===== src/rtl/pwm_if.sv =====
// PWM control bundle: duty in from the controller, PWM waveform back out.
// Purely a wiring bundle; no state, no backpressure (duty is sampled every clock).
interface pwm_if #(
  parameter int WIDTH = 10
);
  logic [WIDTH-1:0] duty;
  logic             PWM_sig;

  modport master (output duty, input  PWM_sig);
  modport slave  (input  duty, output PWM_sig);
endinterface


===== src/rtl/pwm.sv =====
// Free-running PWM: period 2^WIDTH clocks, high while cnt < duty; output is a flop, 1-clock latency.
// No backpressure: duty is sampled on every edge, so changes act on the very next comparison.
module pwm #(
  parameter int WIDTH = 10
) (
  input  logic  clk,
  input  logic  rst_n,
  pwm_if.slave  bus
);

  logic [WIDTH-1:0] cnt_q, cnt_d;
  logic             pwm_q, pwm_d;

  // Natural wrap of the WIDTH-bit counter gives an exact 2^WIDTH period.
  always_comb begin
    cnt_d = cnt_q + WIDTH'(1'b1);
    pwm_d = (cnt_q < bus.duty);
  end

  always_ff @(posedge clk) begin
    if (!rst_n) begin
      cnt_q <= '0;
      pwm_q <= 1'b0;
    end else begin
      cnt_q <= cnt_d;
      pwm_q <= pwm_d;
    end
  end

  assign bus.PWM_sig = pwm_q;

endmodule


===== src/flat_wrapper.sv =====
// flat-port wrapper written by rule: the top's interface ports become plain ports
module pwm_flat 
#(
  parameter int WIDTH = 10
)
  (clk, rst_n, bus_duty, bus_PWM_sig);
  pwm_if #(.WIDTH(WIDTH)) bus_i ();
  input  logic clk;
  input  logic rst_n;
  input wire logic [$bits(bus_i.duty)-1:0] bus_duty;
  output wire logic [$bits(bus_i.PWM_sig)-1:0] bus_PWM_sig;
  assign bus_i.duty = bus_duty;
  assign bus_PWM_sig = bus_i.PWM_sig;
  pwm #(.WIDTH(WIDTH)) u_core (.clk(clk), .rst_n(rst_n), .bus(bus_i));
endmodule

===== config.mk =====
export PLATFORM = sky130hd
export DESIGN_NAME = pwm_flat
export DESIGN_NICKNAME = d
export VERILOG_FILES = /design/src/rtl/pwm_if.sv /design/src/rtl/pwm.sv /design/src/flat_wrapper.sv
export SDC_FILE = /design/constraint.sdc
export NUM_CORES = 1
export LEC_CHECK = 0
export BUFFER_PORTS_ARGS = -buffer_cell sky130_fd_sc_hd__buf_2
export CAP_MARGIN = 40
export CORE_MARGIN = 1.5
export CORE_UTILIZATION = 51
export DETAILED_ROUTE_END_ITERATION = 16
export GPL_TIMING_DRIVEN = 0
export HOLD_SLACK_MARGIN = 0.12
export PLACE_DENSITY = 0.8
export SLEW_MARGIN = 30
export SYNTH_ARGS = -nofsm -noshare
export SYNTH_HDL_FRONTEND = slang
export SYNTH_SLANG_ARGS = --single-unit

===== constraint.sdc =====
create_clock -name clk -period 1.8 [get_ports clk]
set_input_delay 0.18 -clock clk [delete_from_list [all_inputs] [get_ports clk]]
set_output_delay 0.18 -clock clk [all_outputs]
set_load 0.005 [all_outputs]

==> flow_metrics.py, run 1 <==
metrics = {
    "run_status": {
        "status": "completed",
    },
    "power": {
        "p_leak_nw": 0.394,
        "seqPwrFrac_pct": 55.2,
        "power.switching_mw": 0.104,
        "pwr-share-comb_pct": 10.3,
        "cellPowerDensity_mw_per_mm2": 609,
        "power_mw": 0.466,
        "clkPwrFrac_pct": 34.5,
        "switching_share_pct": 22.3,
        "peakVddDrop_mv": 0.551,
        "intPower_mw": 0.362,
    },
    "placed_design": {
        "placedCellCount": 98,
        "hpwl_um": 901,
        "port_buffers": 12,
        "dp_slack_ns": 0.288,
        "gp_congestion": 0.732,
    },
    "synthesis": {
        "synth_top_area_share_pct": 33.3,
        "synth_edf_count": 0,
        "synth_nets": 94,
        "ys.warnings.count": 0,
        "ys_types": 26,
        "synth_most_common_cell": "dfxtp_1",
        "syn-cell-area_um2": 662,
        "ys_seq_area_share_pct": 33.3,
        "synth_area_leader_cell": "dfxtp_1",
        "ys_ff_latch": 11,
        "syn_inst": 72,
        "synth_flop_cell": "dfxtp_1",
        "ys_async_sr_fraction_pct": 0,
        "ys_top_cells_by_area": "dfxtp_1 33%, ha_1 19%, and2_1 6.6%",
        "synthTopCellsByCount": "11 x dfxtp_1, 10 x ha_1, 10 x inv_1",
        "synth_area_per_cell_um2": 9.19,
    },
    "finish": {
        "nets": 111,
        "nFillCells": 99,
        "drive_above_1_share_pct": 20.5,
        "antennaDiodeCount": 0,
        "multi_input_area_um2": 400,
        "area_delta_synth_final_pct": 15.7,
        "register_area_um2": 220,
        "fin_util_pct": 66.2,
        "layoutNonFillerInstCount": 102,
    },
    "clocking": {
        "htreeDepth": 1,
        "clk_path_buf_depth": 2,
        "ctsResizeCount": 0,
        "cts.reportedPaths.clkPinSlew_ns": 0.06,
        "clkLatencyLatePin_ns": 0.26,
        "cts_buffers": 3,
        "post_cts_buffers": 0,
        "cts_hold_buf": 0,
        "cts_tree": "done",
        "clockRootBuffer": "clkbuf_4",
        "clkSinkCount": 11,
    },
    "floorplanning": {
        "dieWidth_um": 39.0,
        "die_h_um": 39.0,
        "ioPinCount": 13,
        "initial_core_util_pct": 57.3,
        "rows": 12,
        "die_area_mm2": 0.00152,
        "coreArea_mm2": 0.00116,
    },
    "route": {
        "drc": 0,
        "first_iter_violations": 0,
        "via_per_inst": 5.19,
        "wl_per_cell_um": 10.7,
        "dr.pass1.iters": 1,
        "wirelength_um": 1090,
        "final_antenna_net_count": 0,
        "via_count": 529,
    },
    "hold_path": {
        "hp-class": "input port to flop",
        "hp-start": "rst_n",
    },
    "job": {
        "maxCapViolCount": 0,
    },
    "sta": {
        "slew_violations": 0,
        "tns_ns": 0,
        "setup_viol": 0,
        "fin_crit_sh_pct": 83.8,
        "hold_viol_final": 0,
        "maxSlewHeadroom_pct": 80.3,
        "rsz0062_at_grt": "false",
        "worst_slew_pin_slew_ns": 0.296,
        "timing.final.ws_setup_ns": 0.292,
        "clock.fmax_ghz": 0.663,
        "skew_ns": 0.00346,
        "fin_crit_ns": 1.51,
    },
    "grt": {
        "gr-total-overflow": 0,
        "grt_pass1_vias": 467,
        "grt_max_degree": 11,
        "antenna_found_initial": 0,
        "grt_pass1_wl_um": 1920,
        "grt_usage_pct": 18.7,
    },
    "worst_setup_path": {
        "rr_startpoint": "u_core.cnt_q[5]",
        "critPathMaxFanout": 6,
        "crit_required_ns": 1.97,
        "startpoint": "u_core.cnt_q[5]",
        "worst_setup_path_start_kind": "flop",
        "worstSetupEndpointType": "flop",
        "arrival_ns": 1.67,
        "critPathKind": "flop to flop",
    },
}
-- logic make-up after synthesis --
kind of cell / count (synthesis) / synth area share [%]
flops: 11 / 33.3
simple gates: 24 / 22.3
compound gates: 9 / 10.0
buf+inv: 11 / 6.24
fa+ha+maj: 10 / 18.9
xor+xnor: 7 / 9.26
-- worst paths after layout --
check	to	slack [ns]	depth (start not counted)
setup / recovery	u_core.bus.PWM_sig	0.29	4
setup reg to reg	u_core.bus.PWM_sig	0.29	4
hold reg to reg	u_core.cnt_q[0]	0.48	1
hold / removal	u_core.bus.PWM_sig	0.17	3
-- sequential cells by signal (all words and copies together), names as in the netlist --
signal,cells
u_core.cnt_q,10
u_core.bus.PWM_sig,1
-- power by group through the flow --
stage	Combinational (mW)	Clock, mW	Sequential, mW
final	0.0481	0.161	0.257
after global routing	0.0563	0.180	0.259
after CTS	0.0488	0.164	0.257
after detailed placement	0.0484	0	0.263
after global placement	0.0459	0	0.263
after floorplan	0.0292	0	0.262
-- critical path: stages, from the launching register on --
cell,delay (ns)
dfxtp_1,0.41
ha_1,0.29
a211oi_1,0.26
o221ai_1,0.17
a221oi_1,0.29
-- layout by cell type (no fill, tap or decap) --
| cell type | netlist | final |
|---|---|---|
| clkbuf_4 | 0 | 3 |
| a21oi_1 | 2 | 2 |
| nand4_1 | 1 | 1 |
| clkbuf_1 | 1 | 2 |
| a221oi_1 | 1 | 1 |
| xnor2_1 | 4 | 4 |
| ha_1 | 10 | 10 |
| dfxtp_1 | 11 | 11 |
| nand2b_1 | 2 | 2 |
| o2111a_1 | 1 | 1 |
| inv_1 | 10 | 10 |
| a21boi_0 | 1 | 1 |
| nor3_1 | 2 | 2 |
| buf_2 | 0 | 12 |
| nand3_2 | 1 | 1 |
| nand3_1 | 2 | 2 |
| nand2_1 | 3 | 3 |
| o21ai_0 | 1 | 1 |
| nand2_2 | 1 | 1 |
| a211oi_1 | 1 | 1 |
| and3_1 | 1 | 1 |
| nor2b_1 | 2 | 2 |
| or3_1 | 1 | 1 |
| xor2_1 | 3 | 3 |
| a21o_1 | 1 | 1 |
| o221ai_1 | 1 | 1 |
| nor4_2 | 1 | 1 |
| and2_1 | 7 | 7 |
-- area by class of cell --
cell class                 instances  area share (%)
clock buffer                       4            3.43
timing repair buffer              12            7.84
tap                               14            2.29
inverter                          10            4.90
sequential                        11            28.8
multi-input combinational         50            52.3
buffer                             1           0.490
-- metrics by stage --
stage | hold slack (ns) | area (µm²)
after floorplan | 0.319 | 662
after global placement | 0.441 | 739
after detailed placement | 0.451 | 739
after CTS | 0.176 | 766
after global routing | 0.170 | 766
final | 0.173 | 766
-- layer usage --
metal | part of all wire (%) | global-route usage (%)
met2 | 47 | 29.2
met1 | 49 | 23.8
met5 | 0 | 0
met3 | 2.6 | 3.47
met4 | 1.6 | 10.3
No activity file was read; power rests on OpenSTA's default activity.
==> run 2: changes to the inputs <==
--- a/config.mk
+++ b/config.mk
@@ -5,10 +5,11 @@
 export SDC_FILE = /design/constraint.sdc
 export NUM_CORES = 1
 export LEC_CHECK = 0
+export ABC_AREA = 1
 export BUFFER_PORTS_ARGS = -buffer_cell sky130_fd_sc_hd__buf_2
 export CAP_MARGIN = 40
 export CORE_MARGIN = 1.5
-export CORE_UTILIZATION = 51
+export CORE_UTILIZATION = 52
 export DETAILED_ROUTE_END_ITERATION = 16
 export GPL_TIMING_DRIVEN = 0
 export HOLD_SLACK_MARGIN = 0.12
==> constraint.sdc (replaced) <==
create_clock -name clk -period 1.5 [get_ports clk]
set_input_delay 0.15 -clock clk [delete_from_list [all_inputs] [get_ports clk]]
set_output_delay 0.15 -clock clk [all_outputs]
set_load 0.005 [all_outputs]
==> run 2 against run 1 <==
Net effect:
- setup slack better by 0.035 ns
- power up 24%
- combinational power up 41%
- synthesized cell count up 47%
- first-iteration DRC count up 17
- sequential power up 19%
- routed wire length up 14%
- fmax up 29%
- flip-flop and latch count unchanged
- worst hold slack worse by 0.015 ns
- clock skew about the same
- highest routed layer unchanged
==> flow_metrics.py, run 2 <==
metrics = {
    "synthesis": {
        "syn-cell-area_um2": 722,
        "synth_most_common_cell": "nand2_1",
        "ys_async_sr_fraction_pct": 0,
        "synth_top_area_share_pct": 30.5,
        "ys_ff_latch": 11,
        "synth_area_per_cell_um2": 6.81,
        "syn_inst": 106,
        "synthTopCellsByCount": "25 x nand2_1, 20 x inv_1, 17 x nor2_1",
        "synth_flop_cell": "dfxtp_1",
        "ys_top_cells_by_area": "dfxtp_1 31%, ha_1 17%, nand2_1 13%",
        "ys.warnings.count": 0,
        "ys_seq_area_share_pct": 30.5,
        "ys_types": 16,
        "synth_edf_count": 0,
        "synth_nets": 128,
        "synth_area_leader_cell": "dfxtp_1",
    },
    "worst_setup_path": {
        "critPathMaxFanout": 3,
        "path_buf_inv": 0,
        "crit_family": "simple AND/OR/NAND/NOR gates",
        "cpPeakStageDelay_ns": 0.32,
        "worst_setup_path_start_kind": "flop",
        "slowest_stage": "dfxtp_1",
        "critPathMostFrequentCell": "nor2_1",
        "worstSetupEndpointType": "flop",
        "crit_required_ns": 1.67,
        "arrival_ns": 1.35,
        "critPathKind": "flop to flop",
        "path_cells": "ha_1 > nand3_1 > nor2_1 > nand2_1 > nor2_1 > nor2_1",
    },
    "sta": {
        "rsz0062_at_grt": "false",
        "timing.hold.ws_ns": 0.158,
        "worst_slew_pin_slew_ns": 0.223,
        "setup_viol": 0,
        "tns_ns": 0,
        "fin_crit_sh_pct": 78.2,
        "slew_violations": 0,
        "skew_ns": 0.00354,
        "clock.fmax_ghz": 0.853,
        "maxSlewHeadroom_pct": 85.0,
        "fin_crit_ns": 1.17,
        "hold_viol_final": 0,
        "timing.final.ws_setup_ns": 0.328,
    },
    "grt": {
        "gr-total-overflow": 0,
        "grt_usage_pct": 19.7,
        "grt_max_degree": 9,
        "grt_pass1_wl_um": 2100,
        "grt_pass1_vias": 570,
        "antenna_found_initial": 0,
    },
    "floorplanning": {
        "die_area_mm2": 0.00162,
        "die_h_um": 40.3,
        "ioPinCount": 13,
        "initial_core_util_pct": 55.5,
        "rows": 13,
        "dieWidth_um": 40.3,
        "coreArea_mm2": 0.00130,
    },
    "clocking": {
        "ctsResizeCount": 0,
        "cts.reportedPaths.clkPinSlew_ns": 0.07,
        "post_cts_buffers": 0,
        "clkSinkCount": 11,
        "cts_tree": "done",
        "cts_hold_buf": 0,
        "clockRootBuffer": "clkbuf_4",
        "cts_buffers": 3,
        "htreeDepth": 1,
        "clkLatencyLatePin_ns": 0.27,
        "clk_path_buf_depth": 2,
    },
    "power": {
        "p_leak_nw": 0.446,
        "cellPowerDensity_mw_per_mm2": 699,
        "power_mw": 0.578,
        "peakVddDrop_mv": 0.538,
    },
    "finish": {
        "antennaDiodeCount": 0,
        "top_register": "u_core.cnt_q",
        "design_area_um2": 827,
        "area_delta_synth_final_pct": 14.6,
        "layout_commonest_cell": "nand2_1",
        "nets": 145,
        "layoutNonFillerInstCount": 137,
        "drive_above_1_share_pct": 17.2,
        "layout_common_cells": "25 x nand2_1, 20 x inv_1, 17 x nor2_1, 12 x buf_2, 11 x dfxtp_1",
        "largest_reg_flops": 10,
        "fin_util_pct": 63.6,
    },
    "route": {
        "via_count": 663,
        "final_antenna_net_count": 0,
        "first_iter_violations": 17,
        "dr.pass1.iters": 4,
        "wl_per_cell_um": 9.07,
        "wirelength_um": 1240,
        "via_per_inst": 4.84,
        "drc": 0,
    },
    "hold_path": {
        "hp-class": "input port to flop",
    },
    "placed_design": {
        "hpwl_um": 1040,
        "port_buffers": 12,
        "placedCellCount": 133,
        "gp_congestion": 0.774,
        "dp_slack_ns": 0.317,
        "placed_area_um2": 801,
    },
    "run_status": {
        "status": "completed",
    },
    "job": {
        "maxCapViolCount": 0,
    },
}
## run 2: final timing paths
kind | end | depth (start not counted) | from | slack (ns)
min | u_core.cnt_q[1] | 3 | rst_n | 0.16
min reg2reg | u_core.cnt_q[0] | 1 | u_core.cnt_q[0] | 0.45
max reg2reg | u_core.bus.PWM_sig | 6 | u_core.cnt_q[9] | 0.33
max | u_core.bus.PWM_sig | 6 | u_core.cnt_q[9] | 0.33
## run 2: cell type report
type                       count  area, µm²
fill                         127        474
multi-input combinational     74        423
sequential                    11        220
inverter                      21       78.8
timing repair buffer          12       60.1
clock buffer                   4       26.3
tap                           15       18.8
## run 2: tightest hold or removal path, stage by stage
cell and delay, ns:
buf_2 0.14, nand2_1 0.07, inv_1 0.03
## run 2: where the power goes
| part | total, mW | internal (mW) | switching [mW] | leakage, nW |
|---|---|---|---|---|
| Sequential | 0.307 | 0.300 | 0.00649 | 0.0896 |
| Combinational | 0.0677 | 0.0315 | 0.0361 | 0.341 |
| Clock | 0.204 | 0.103 | 0.101 | 0.0150 |
| Total | 0.578 | 0.435 | 0.143 | 0.446 |
## run 2: cell families (layout without fill, tap and decap cells)
logic type	Yosys count	in the layout	share of synthesized area, %
compound gates	6	6	4.51
fa+ha+maj	10	10	17.3
simple gates	57	57	35.5
xor+xnor	1	1	1.21
flops	11	11	30.5
buf+inv	21	37	10.9
## run 2: metal layers
layer | global-route usage, % | routed length (µm)
met5 | 0 | 0
met4 | 5.00 | 8
met3 | 8.33 | 62
met2 | 35.1 | 626
met1 | 21.4 | 545
